--- config.mk ---
export PLATFORM = sky130hd
export DESIGN_NAME = calc_entry_sequencer
export DESIGN_NICKNAME = d
export VERILOG_FILES = /design/src/rtl/calc_entry_sequencer.sv
export SDC_FILE = /design/constraint.sdc
export NUM_CORES = 1
export LEC_CHECK = 0
export CORE_MARGIN = 1.5
export CORE_UTILIZATION = 25
export CTS_CLUSTER_DIAMETER = 100
export DETAILED_ROUTE_END_ITERATION = 8
export PLACE_DENSITY = 0.43
export SLEW_MARGIN = 20
export SYNTH_ARGS = -nofsm -noshare
export SYNTH_HDL_FRONTEND = slang
export SYNTH_SLANG_ARGS = --single-unit
--- constraint.sdc ---
create_clock -name clk -period 7.2 [get_ports clk]
set_input_delay 1.08 -clock clk [delete_from_list [all_inputs] [get_ports clk]]
set_output_delay 1.08 -clock clk [all_outputs]
set_load 0.02 [all_outputs]
--- src/rtl/calc_entry_sequencer.sv ---
// Keypad entry sequencer for the calculator: builds two decimal operands, latches the
// operator, kicks the shared ALU, then waits (with timeout) and holds the result for display.
module calc_entry_sequencer #(
    parameter int W          = 16,
    parameter int MAX_DIGITS = 4,
    parameter int TIMEOUT    = 64
) (
    input  logic         clk,
    input  logic         reset,
    input  logic         key_valid,
    input  logic         key_is_op,
    input  logic [3:0]   key_code,
    input  logic         alu_done,
    input  logic [W-1:0] alu_result,
    input  logic [3:0]   alu_flags,
    output logic [W-1:0] operand_a,
    output logic [W-1:0] operand_b,
    output logic [3:0]   alu_op,
    output logic         alu_start,
    output logic [W-1:0] result,
    output logic [3:0]   flags,
    output logic         result_valid,
    output logic         busy,
    output logic         timeout_err,
    output logic [2:0]   state_dbg
);

    localparam logic [2:0] S_IDLE    = 3'd0;
    localparam logic [2:0] S_ENTER_A = 3'd1;
    localparam logic [2:0] S_ENTER_B = 3'd2;
    localparam logic [2:0] S_EXEC    = 3'd3;
    localparam logic [2:0] S_WAIT    = 3'd4;
    localparam logic [2:0] S_SHOW    = 3'd5;

    localparam logic [3:0] KEY_EQUALS = 4'hE;
    localparam logic [3:0] KEY_CLEAR  = 4'hF;
    localparam logic [3:0] OP_LAST    = 4'd5;
    localparam logic [3:0] DIGIT_LAST = 4'd9;

    localparam int CW = (MAX_DIGITS > 0) ? $clog2(MAX_DIGITS + 1) : 1;
    localparam int TW = (TIMEOUT > 1) ? $clog2(TIMEOUT) : 1;

    logic [2:0]    r_state;
    logic [W-1:0]  r_a;
    logic [W-1:0]  r_b;
    logic [3:0]    r_op;
    logic [CW-1:0] r_count;
    logic [TW-1:0] r_tcnt;
    logic          r_start;
    logic [W-1:0]  r_result;
    logic [3:0]    r_flags;
    logic          r_rv;
    logic          r_busy;
    logic          r_terr;

    logic [2:0]    w_state;
    logic [W-1:0]  w_a;
    logic [W-1:0]  w_b;
    logic [3:0]    w_op;
    logic [CW-1:0] w_count;
    logic [TW-1:0] w_tcnt;
    logic          w_start;
    logic [W-1:0]  w_result;
    logic [3:0]    w_flags;
    logic          w_rv;
    logic          w_busy;
    logic          w_terr;

    logic          w_isDigit;
    logic          w_isOp;
    logic          w_isEquals;
    logic          w_isClear;
    logic          w_keyOk;
    logic          w_canAcc;
    logic [W-1:0]  w_digit;

    // x*10 + d built from shifts so no multiplier is inferred; wraps at W bits.
    function automatic logic [W-1:0] accumulate(input logic [W-1:0] x, input logic [W-1:0] d);
        return (x << 3) + (x << 1) + d;
    endfunction

    assign w_isDigit  = key_valid && !key_is_op && (key_code <= DIGIT_LAST);
    assign w_isOp     = key_valid &&  key_is_op && (key_code <= OP_LAST);
    assign w_isEquals = key_valid &&  key_is_op && (key_code == KEY_EQUALS);
    assign w_isClear  = key_valid &&  key_is_op && (key_code == KEY_CLEAR);
    assign w_keyOk    = w_isDigit || w_isOp || w_isEquals || w_isClear;
    assign w_canAcc   = (r_count < CW'(MAX_DIGITS));
    assign w_digit    = W'(key_code);

    always_comb begin
        w_state  = r_state;
        w_a      = r_a;
        w_b      = r_b;
        w_op     = r_op;
        w_count  = r_count;
        w_tcnt   = r_tcnt;
        w_start  = 1'b0;
        w_result = r_result;
        w_flags  = r_flags;
        w_rv     = r_rv;
        w_terr   = r_terr;

        // Any recognised key outside the ALU handshake acknowledges a previous timeout.
        if (w_keyOk && (r_state != S_EXEC) && (r_state != S_WAIT)) begin
            w_terr = 1'b0;
        end

        case (r_state)
            S_IDLE: begin
                if (w_isDigit) begin
                    w_a     = w_digit;
                    w_count = CW'(1);
                    w_state = S_ENTER_A;
                end else if (w_isOp) begin
                    w_a     = '0;
                    w_b     = '0;
                    w_op    = key_code;
                    w_count = '0;
                    w_state = S_ENTER_B;
                end
            end
            S_ENTER_A: begin
                if (w_isDigit) begin
                    if (w_canAcc) begin
                        w_a     = accumulate(r_a, w_digit);
                        w_count = r_count + CW'(1);
                    end
                end else if (w_isOp) begin
                    w_op    = key_code;
                    w_b     = '0;
                    w_count = '0;
                    w_state = S_ENTER_B;
                end else if (w_isClear) begin
                    w_a     = '0;
                    w_b     = '0;
                    w_op    = '0;
                    w_count = '0;
                    w_state = S_IDLE;
                end
            end
            S_ENTER_B: begin
                if (w_isDigit) begin
                    if (w_canAcc) begin
                        w_b     = accumulate(r_b, w_digit);
                        w_count = r_count + CW'(1);
                    end
                end else if (w_isOp) begin
                    w_op = key_code;
                end else if (w_isEquals) begin
                    if (r_count != '0) begin
                        w_start = 1'b1;
                        w_state = S_EXEC;
                    end
                end else if (w_isClear) begin
                    w_a     = '0;
                    w_b     = '0;
                    w_op    = '0;
                    w_count = '0;
                    w_state = S_IDLE;
                end
            end
            S_EXEC: begin
                w_tcnt  = '0;
                w_state = S_WAIT;
            end
            S_WAIT: begin
                // CLEAR is checked first so an abort discards a same-cycle result.
                if (w_isClear) begin
                    w_state = S_IDLE;
                end else if (alu_done) begin
                    w_result = alu_result;
                    w_flags  = alu_flags;
                    w_rv     = 1'b1;
                    w_state  = S_SHOW;
                end else if (r_tcnt == TW'(TIMEOUT - 1)) begin
                    w_terr  = 1'b1;
                    w_state = S_IDLE;
                end else begin
                    w_tcnt = r_tcnt + TW'(1);
                end
            end
            S_SHOW: begin
                if (w_isDigit) begin
                    w_rv    = 1'b0;
                    w_a     = w_digit;
                    w_count = CW'(1);
                    w_state = S_ENTER_A;
                end else if (w_isOp) begin
                    w_a     = r_result;
                    w_b     = '0;
                    w_op    = key_code;
                    w_count = '0;
                    w_rv    = 1'b0;
                    w_state = S_ENTER_B;
                end else if (w_isClear) begin
                    w_rv    = 1'b0;
                    w_state = S_IDLE;
                end
            end
            default: begin
                w_state = S_IDLE;
            end
        endcase

        w_busy = (w_state == S_EXEC) || (w_state == S_WAIT);
    end

    always_ff @(posedge clk or posedge reset) begin
        if (reset) begin
            r_state  <= S_IDLE;
            r_a      <= '0;
            r_b      <= '0;
            r_op     <= '0;
            r_count  <= '0;
            r_tcnt   <= '0;
            r_start  <= 1'b0;
            r_result <= '0;
            r_flags  <= '0;
            r_rv     <= 1'b0;
            r_busy   <= 1'b0;
            r_terr   <= 1'b0;
        end else begin
            r_state  <= w_state;
            r_a      <= w_a;
            r_b      <= w_b;
            r_op     <= w_op;
            r_count  <= w_count;
            r_tcnt   <= w_tcnt;
            r_start  <= w_start;
            r_result <= w_result;
            r_flags  <= w_flags;
            r_rv     <= w_rv;
            r_busy   <= w_busy;
            r_terr   <= w_terr;
        end
    end

    assign operand_a    = r_a;
    assign operand_b    = r_b;
    assign alu_op       = r_op;
    assign alu_start    = r_start;
    assign result       = r_result;
    assign flags        = r_flags;
    assign result_valid = r_rv;
    assign busy         = r_busy;
    assign timeout_err  = r_terr;
    assign state_dbg    = r_state;

endmodule

==> impl_metrics.csv, run 1 <==
group,metric,value,unit
global_route,grt-ovfl-total,0,
setup_path,arrival,4.30,ns
yosys,syn_area,5130,sq um
floorplanning,core_region_area,20200,sq um
detailed_routing,firstDrtPassIters,4,
yosys,synth-seq-cells,72,
floorplanning,start_util,25.4,%
setup_path,cp-start-kind,"input port",
yosys,synth_area_leaders,"dfrtp_1, ha_1, mux2_4",
yosys,synth_cell_type_count,70,
floorplanning,rows,52,
floorplanning,die_h,146,microns
detailed_routing,vias,4149,
timing,report.final.slew_viol_count,0,
floorplanning,die_x,146,microns
setup_path,crit_path_cell_trace,"clkdlybuf4s50_1 -> inv_1 -> fa_1 -> inv_1 -> fa_1 -> a211oi_1 -> o21bai_1 -> a211o_1 -> a21o_1 -> a21oi_1 -> xor2_1 -> o21ai_0",
setup_path,cpPeakStageDelay,0.66,ns
yosys,yosys_warnings,0,
timing,whs,0.506,ns
power_and_ir_drop,vdd_drop_max,0.152,mV
setup_path,cp_max_fo,8,
finish,drive_gt1_share,10.4,%
timing,slew_headroom,35.4,%
clock_tree,htreeDepth,3,
finish,area_delta_synth_final,27.8,%
yosys,syn_nets,602,
timing,hold_violations,0,
clock_tree,cts_max_path_buffers,2,
finish,nets,688,
clock_tree,root_buffer,"clkbuf_16",
global_route,grt_pass1_vias,4296,
finish,nFillCells,2141,
global_route,grt_max_degree,73,
yosys,synth_top_area_cell,"dfrtp_1",
setup_path,critPathBufInv,3,
timing,period_share,56.7,%
power_and_ir_drop,power.density,375,nW/um^2
timing,min_period,4.09,ns
yosys,synthArstFlopShare,100,%
clock_tree,cts_buffers,9,
outcome,status,"finished, final reports clean",
setup_path,end_kind,"flip-flop",
place,routabilityCongestion,0.843,
timing,fmax,245,MHz
finish,layout.cells.non_filler,875,
setup_path,worstPathRequired,7.42,ns
yosys,synth_ff_type,"dfrtp_1",
setup_path,ff2ff_setup_slack,4.17,ns
clock_tree,clk_pin_slew,0.06,ns
detailed_routing,wl,14200,microns
detailed_routing,drc,0,
detailed_routing,viasPerCell,4.74,
clock_tree,clock_sinks,72,
detailed_routing,detail-route-antenna-nets,0,
timing,finClkSkew,0.00582,ns
clock_tree,post_cts_buffers,0,
clock_tree,cts_resized,0,
setup_path,cp_slowest_cell,"clkdlybuf4s50_1",
global_route,grt_antenna_before_repair,0,
timing,setup_viol,0,
global_route,grt_pass1_wl,23300,microns
yosys,ys_top_cells_by_count,"dfrtp_1, ha_1, nand2_1, o21ai_0, a21oi_1",
power_and_ir_drop,total_power,2.46,mW
place,place_hpwl,10500,microns
global_route,grt_usage,13.8,%
yosys,synth.most_common_cell,"dfrtp_1",
yosys,synth_area_per_cell,9.99,sq um
timing,rsz0062_at_grt,"no",
clock_tree,clock_latency,0.34,ns
yosys,yosysTopAreaCellShare,35.1,%
detailed_routing,drt-initial-drc-count,167,
detailed_routing,routedWlPerCell,16.2,microns
clock_tree,cts_tree,"built",
place,dp_cells,859,
yosys,ys_seq_area_share,35.1,%
clock_tree,cts_hold_buf,0,
hold_path,hold_class,"flip-flop to flip-flop",
place,port_buffers,91,
finish,final_util,32.5,%
setup_path,critical_path.top_delay_family,"compound AO/OA/AOI/OAI gates",
yosys,synth-edff-count,0,
yosys,netlist_instances,514,
floorplanning,pin_count,92,
flow_run,max_cap_violations,0,
power_and_ir_drop,leakagePower,2.95,nW
setup_path,worstSetupPathType,"input port to flip-flop",
floorplanning,dieArea,21400,sq um
timing,tightest_slew,0.970,ns
timing,final.setup.tns,0,ns
finish,n_antenna_cell,0,
## metrics by stage
stage,cell area [sq um],setup WS (ns)
floorplan,5130,3.72
global placement,6260,2.77
detailed placement,6260,2.77
CTS,6560,3.11
global route,6560,2.96
finish,6560,3.11
## registers in the layout (all words and copies together) (netlist names)
signal	cells
operand_a	16
busy	1
alu_start	1
result	16
state_dbg	3
timeout_err	1
flags	4
result_valid	1
operand_b	16
alu_op	4
r_count	3
r_tcnt	6
## cells by family after synthesis
group,share of synthesized area (%)
fa+ha+maj,15.0
simple gates,13.1
compound gates,21.3
buf+inv,4.51
flops,35.1
mux,5.90
xor+xnor,5.12
## power by group
| group | leakage (nW) | internal, mW | switching, mW | total (mW) |
|---|---|---|---|---|
| Clock | 0.145 | 0.277 | 0.182 | 0.459 |
| Combinational | 1.86 | 0.589 | 0.703 | 1.29 |
| Sequential | 0.945 | 0.537 | 0.172 | 0.709 |
| Total | 2.95 | 1.40 | 1.06 | 2.46 |
## routing by layer
| metal | track usage, % | vias up | share of wire (%) | routed length (microns) |
|---|---|---|---|---|
| li1 | - | 2058 | - | - |
| met1 | 17.7 | 2010 | 47 | 6670 |
| met2 | 23.0 | 69 | 48 | 6800 |
| met3 | 3.28 | 12 | 4.1 | 576 |
| met4 | 4.14 | 0 | 1.2 | 165 |
| met5 | 0 | - | 0 | 0 |
## cell type report
class / count / area (sq um) / area share [%]
timing repair buffer: 93 / 926 / 14.1
sequential: 72 / 1800 / 27.5
clock inverter: 5 / 56.3 / 0.859
multi-input combinational: 399 / 3100 / 47.3
clock buffer: 11 / 243 / 3.70
inverter: 25 / 93.8 / 1.43
tap: 270 / 338 / 5.15
## placed cells by master (no fill, tap or decap), types with 9 or more instances in the layout
cell type and n:
clkdlybuf4s50_1 91, dfrtp_1 72, ha_1 55, nand2_1 37
o21ai_0 30, a21oi_1 29, nor2_1 28, inv_1 24
xnor2_1 19, mux2_4 18, a22oi_1 17, o21ai_1 16
nand3_1 13, a21o_1 13, xor2_1 11, clkbuf_16 9
## worst paths after layout
kind,from,endpoint,cells after the start
min in group asynchronous,reset,operand_b[3],3
hold reg to reg,alu_op[3],alu_op[3],1
max in group asynchronous,reset,r_tcnt[3],3
setup / recovery,key_code[3],operand_a[14],12
setup reg to reg,operand_a[0],operand_a[14],11
hold / removal,alu_op[3],alu_op[3],1
(Power assumes the default switching activity.)
==> inputs of run 2 (changes only) <==
==> constraint.sdc (replaced) <==
create_clock -name clk -period 4.15 [get_ports clk]
set_input_delay 0.6225 -clock clk [delete_from_list [all_inputs] [get_ports clk]]
set_output_delay 0.6225 -clock clk [all_outputs]
set_load 0.02 [all_outputs]
==> run 2 against run 1 <==
Critical path depth did not move. Sequential share of layout area fell by 0.22 points. Sequential cell count did not move. Critical endpoint unchanged. Critical path type unchanged. Clock power increased by 75%. Final area is 0.80% higher. Wire length up 0.60%.
==> impl_metrics.csv, run 2 (synthesized netlist as in run 1, its figures left out) <==
group,metric,value,unit
detailed_routing,wl,14300,microns
power_and_ir_drop,switching_share,42.9,%
timing,setup_viol,0,
timing,postLayoutSetupSlackWorst,0.731,ns
global_route,grt_pass1_vias,4475,
timing,period_share,82.4,%
power_and_ir_drop,pwr-share-clk,18.8,%
setup_path,cp-start-kind,"input port",
power_and_ir_drop,vdd_drop_max,0.295,mV
clock_tree,cts_resized,0,
floorplanning,die_x,146,microns
clock_tree,clock_latency,0.35,ns
detailed_routing,routedWlPerCell,16.2,microns
setup_path,reg2reg_depth,11,
clock_tree,clk_pin_slew,0.06,ns
finish,area_delta_synth_final,28.8,%
flow_run,max_cap_violations,0,
power_and_ir_drop,netSwitchingPower,1.84,mW
clock_tree,cts_hold_buf,0,
outcome,status,"finished, final reports clean",
setup_path,cp_max_fo,3,
detailed_routing,drc,0,
clock_tree,cts_tree,"built",
setup_path,crit_path_start,"key_code[3]",
timing,report.final.slew_viol_count,0,
timing,final.setup.tns,0,ns
timing,slew_headroom,56.2,%
finish,mostFrequentLayoutCells,"clkdlybuf4s50_1, dfrtp_1, ha_1",
floorplanning,dieArea,21400,sq um
setup_path,rr_endpoint,"operand_a[14]",
timing,finClkSkew,0.00791,ns
global_route,grt-ovfl-total,0,
floorplanning,pin_count,92,
detailed_routing,detail-route-antenna-nets,0,
place,dp_cells,866,
place,post-place-ws,0.384,ns
floorplanning,die_h,146,microns
setup_path,ff2ff_setup_slack,1.08,ns
finish,drive_gt1_share,11.4,%
place,routabilityCongestion,0.819,
timing,hold_violations,0,
detailed_routing,firstDrtPassIters,4,
timing,rsz0062_at_grt,"no",
detailed_routing,drt-initial-drc-count,143,
clock_tree,htreeDepth,3,
timing,tightest_slew,0.656,ns
clock_tree,cts_buffers,9,
place,placed_cell_area,6310,sq um
floorplanning,core_region_area,20200,sq um
place,port_buffers,91,
timing,min_period,3.42,ns
setup_path,arrival,3.64,ns
power_and_ir_drop,power.density,649,nW/um^2
hold_path,hold_class,"flip-flop to flip-flop",
finish,final_util,32.8,%
power_and_ir_drop,leakagePower,2.98,nW
power_and_ir_drop,total_power,4.29,mW
clock_tree,cts_max_path_buffers,2,
global_route,grt_max_degree,29,
finish,mostFrequentLayoutCell,"clkdlybuf4s50_1",
global_route,grt_pass1_wl,23700,microns
setup_path,worstSetupPathType,"input port to flip-flop",
setup_path,worstPathRequired,4.37,ns
setup_path,r2r-start,"operand_a[0]",
clock_tree,clock_sinks,72,
global_route,grt_antenna_before_repair,0,
detailed_routing,viasPerCell,4.76,
finish,n_antenna_cell,0,
finish,layout.cells.non_filler,882,
setup_path,end_kind,"flip-flop",
place,place_hpwl,10900,microns
power_and_ir_drop,p_int,2.45,mW
clock_tree,root_buffer,"clkbuf_16",
timing,fmax,292,MHz
timing,whs,0.498,ns
finish,nets,695,
finish,fin_area,6610,sq um
global_route,grt_usage,14.1,%
detailed_routing,vias,4199,
floorplanning,start_util,25.4,%
setup_path,crit_end,"operand_a[14]",
power_and_ir_drop,power.share.sequential,28.1,%
floorplanning,rows,52,
power_and_ir_drop,p_comb_share,53.1,%
clock_tree,post_cts_buffers,0,
[run 2: changes by cell type in the layout (fill, tap and decap cells not counted)]
| cell | change |
|---|---|
| buf_4 | +7 |
[run 2: routing by layer]
layer	wire, microns	share of wire (%)	up-vias	global-route usage [%]
met5	0	0	-	0
met4	285	2.0	0	4.90
met3	575	4.0	17	3.28
met2	6650	47	85	23.1
met1	6790	47	2030	18.1
li1	-	-	2067	-
[run 2: power by group through the flow]
stage	sequential, mW	combinational (mW)	clock (mW)
after floorplan	1.38	1.30	0
after global routing	1.25	2.50	0.860
after CTS	1.22	2.30	0.834
after detailed placement	1.23	2.28	0
final	1.21	2.28	0.805
after global placement	1.22	2.28	0
[run 2: final cells by class]
| type | instances | area (sq um) |
|---|---|---|
| Sequential cell | 72 | 1800 |
| Timing Repair Buffer | 100 | 978 |
| Multi-Input combinational cell | 399 | 3100 |
| Clock buffer | 11 | 243 |
| Tap cell | 270 | 338 |
| Clock inverter | 5 | 56.3 |
| Fill cell | 2104 | 13600 |
| Inverter | 25 | 93.8 |
[run 2: worst min-delay path by stage]
stage               slack, ns             to          start  cells past startpoint
detailed placement       0.49  operand_b[15]  operand_b[15]                      2
floorplan                0.48      r_tcnt[1]      r_tcnt[1]                      2
global placement         0.48  operand_b[15]  operand_b[15]                      2
finish                   0.50      alu_op[3]      alu_op[3]                      1
CTS                      0.51  operand_b[15]  operand_b[15]                      2
global route             0.53       flags[2]       flags[2]                      1
[run 2: worst max-delay path: stages]
cell,delay [ns]
clkdlybuf4s50_1,0.50
inv_1,0.10
fa_1,0.54
inv_1,0.07
fa_1,0.47
a211oi_1,0.26
o21bai_1,0.15
a211o_1,0.31
a21o_1,0.19
a21oi_1,0.16
xor2_1,0.17
o21ai_0,0.09
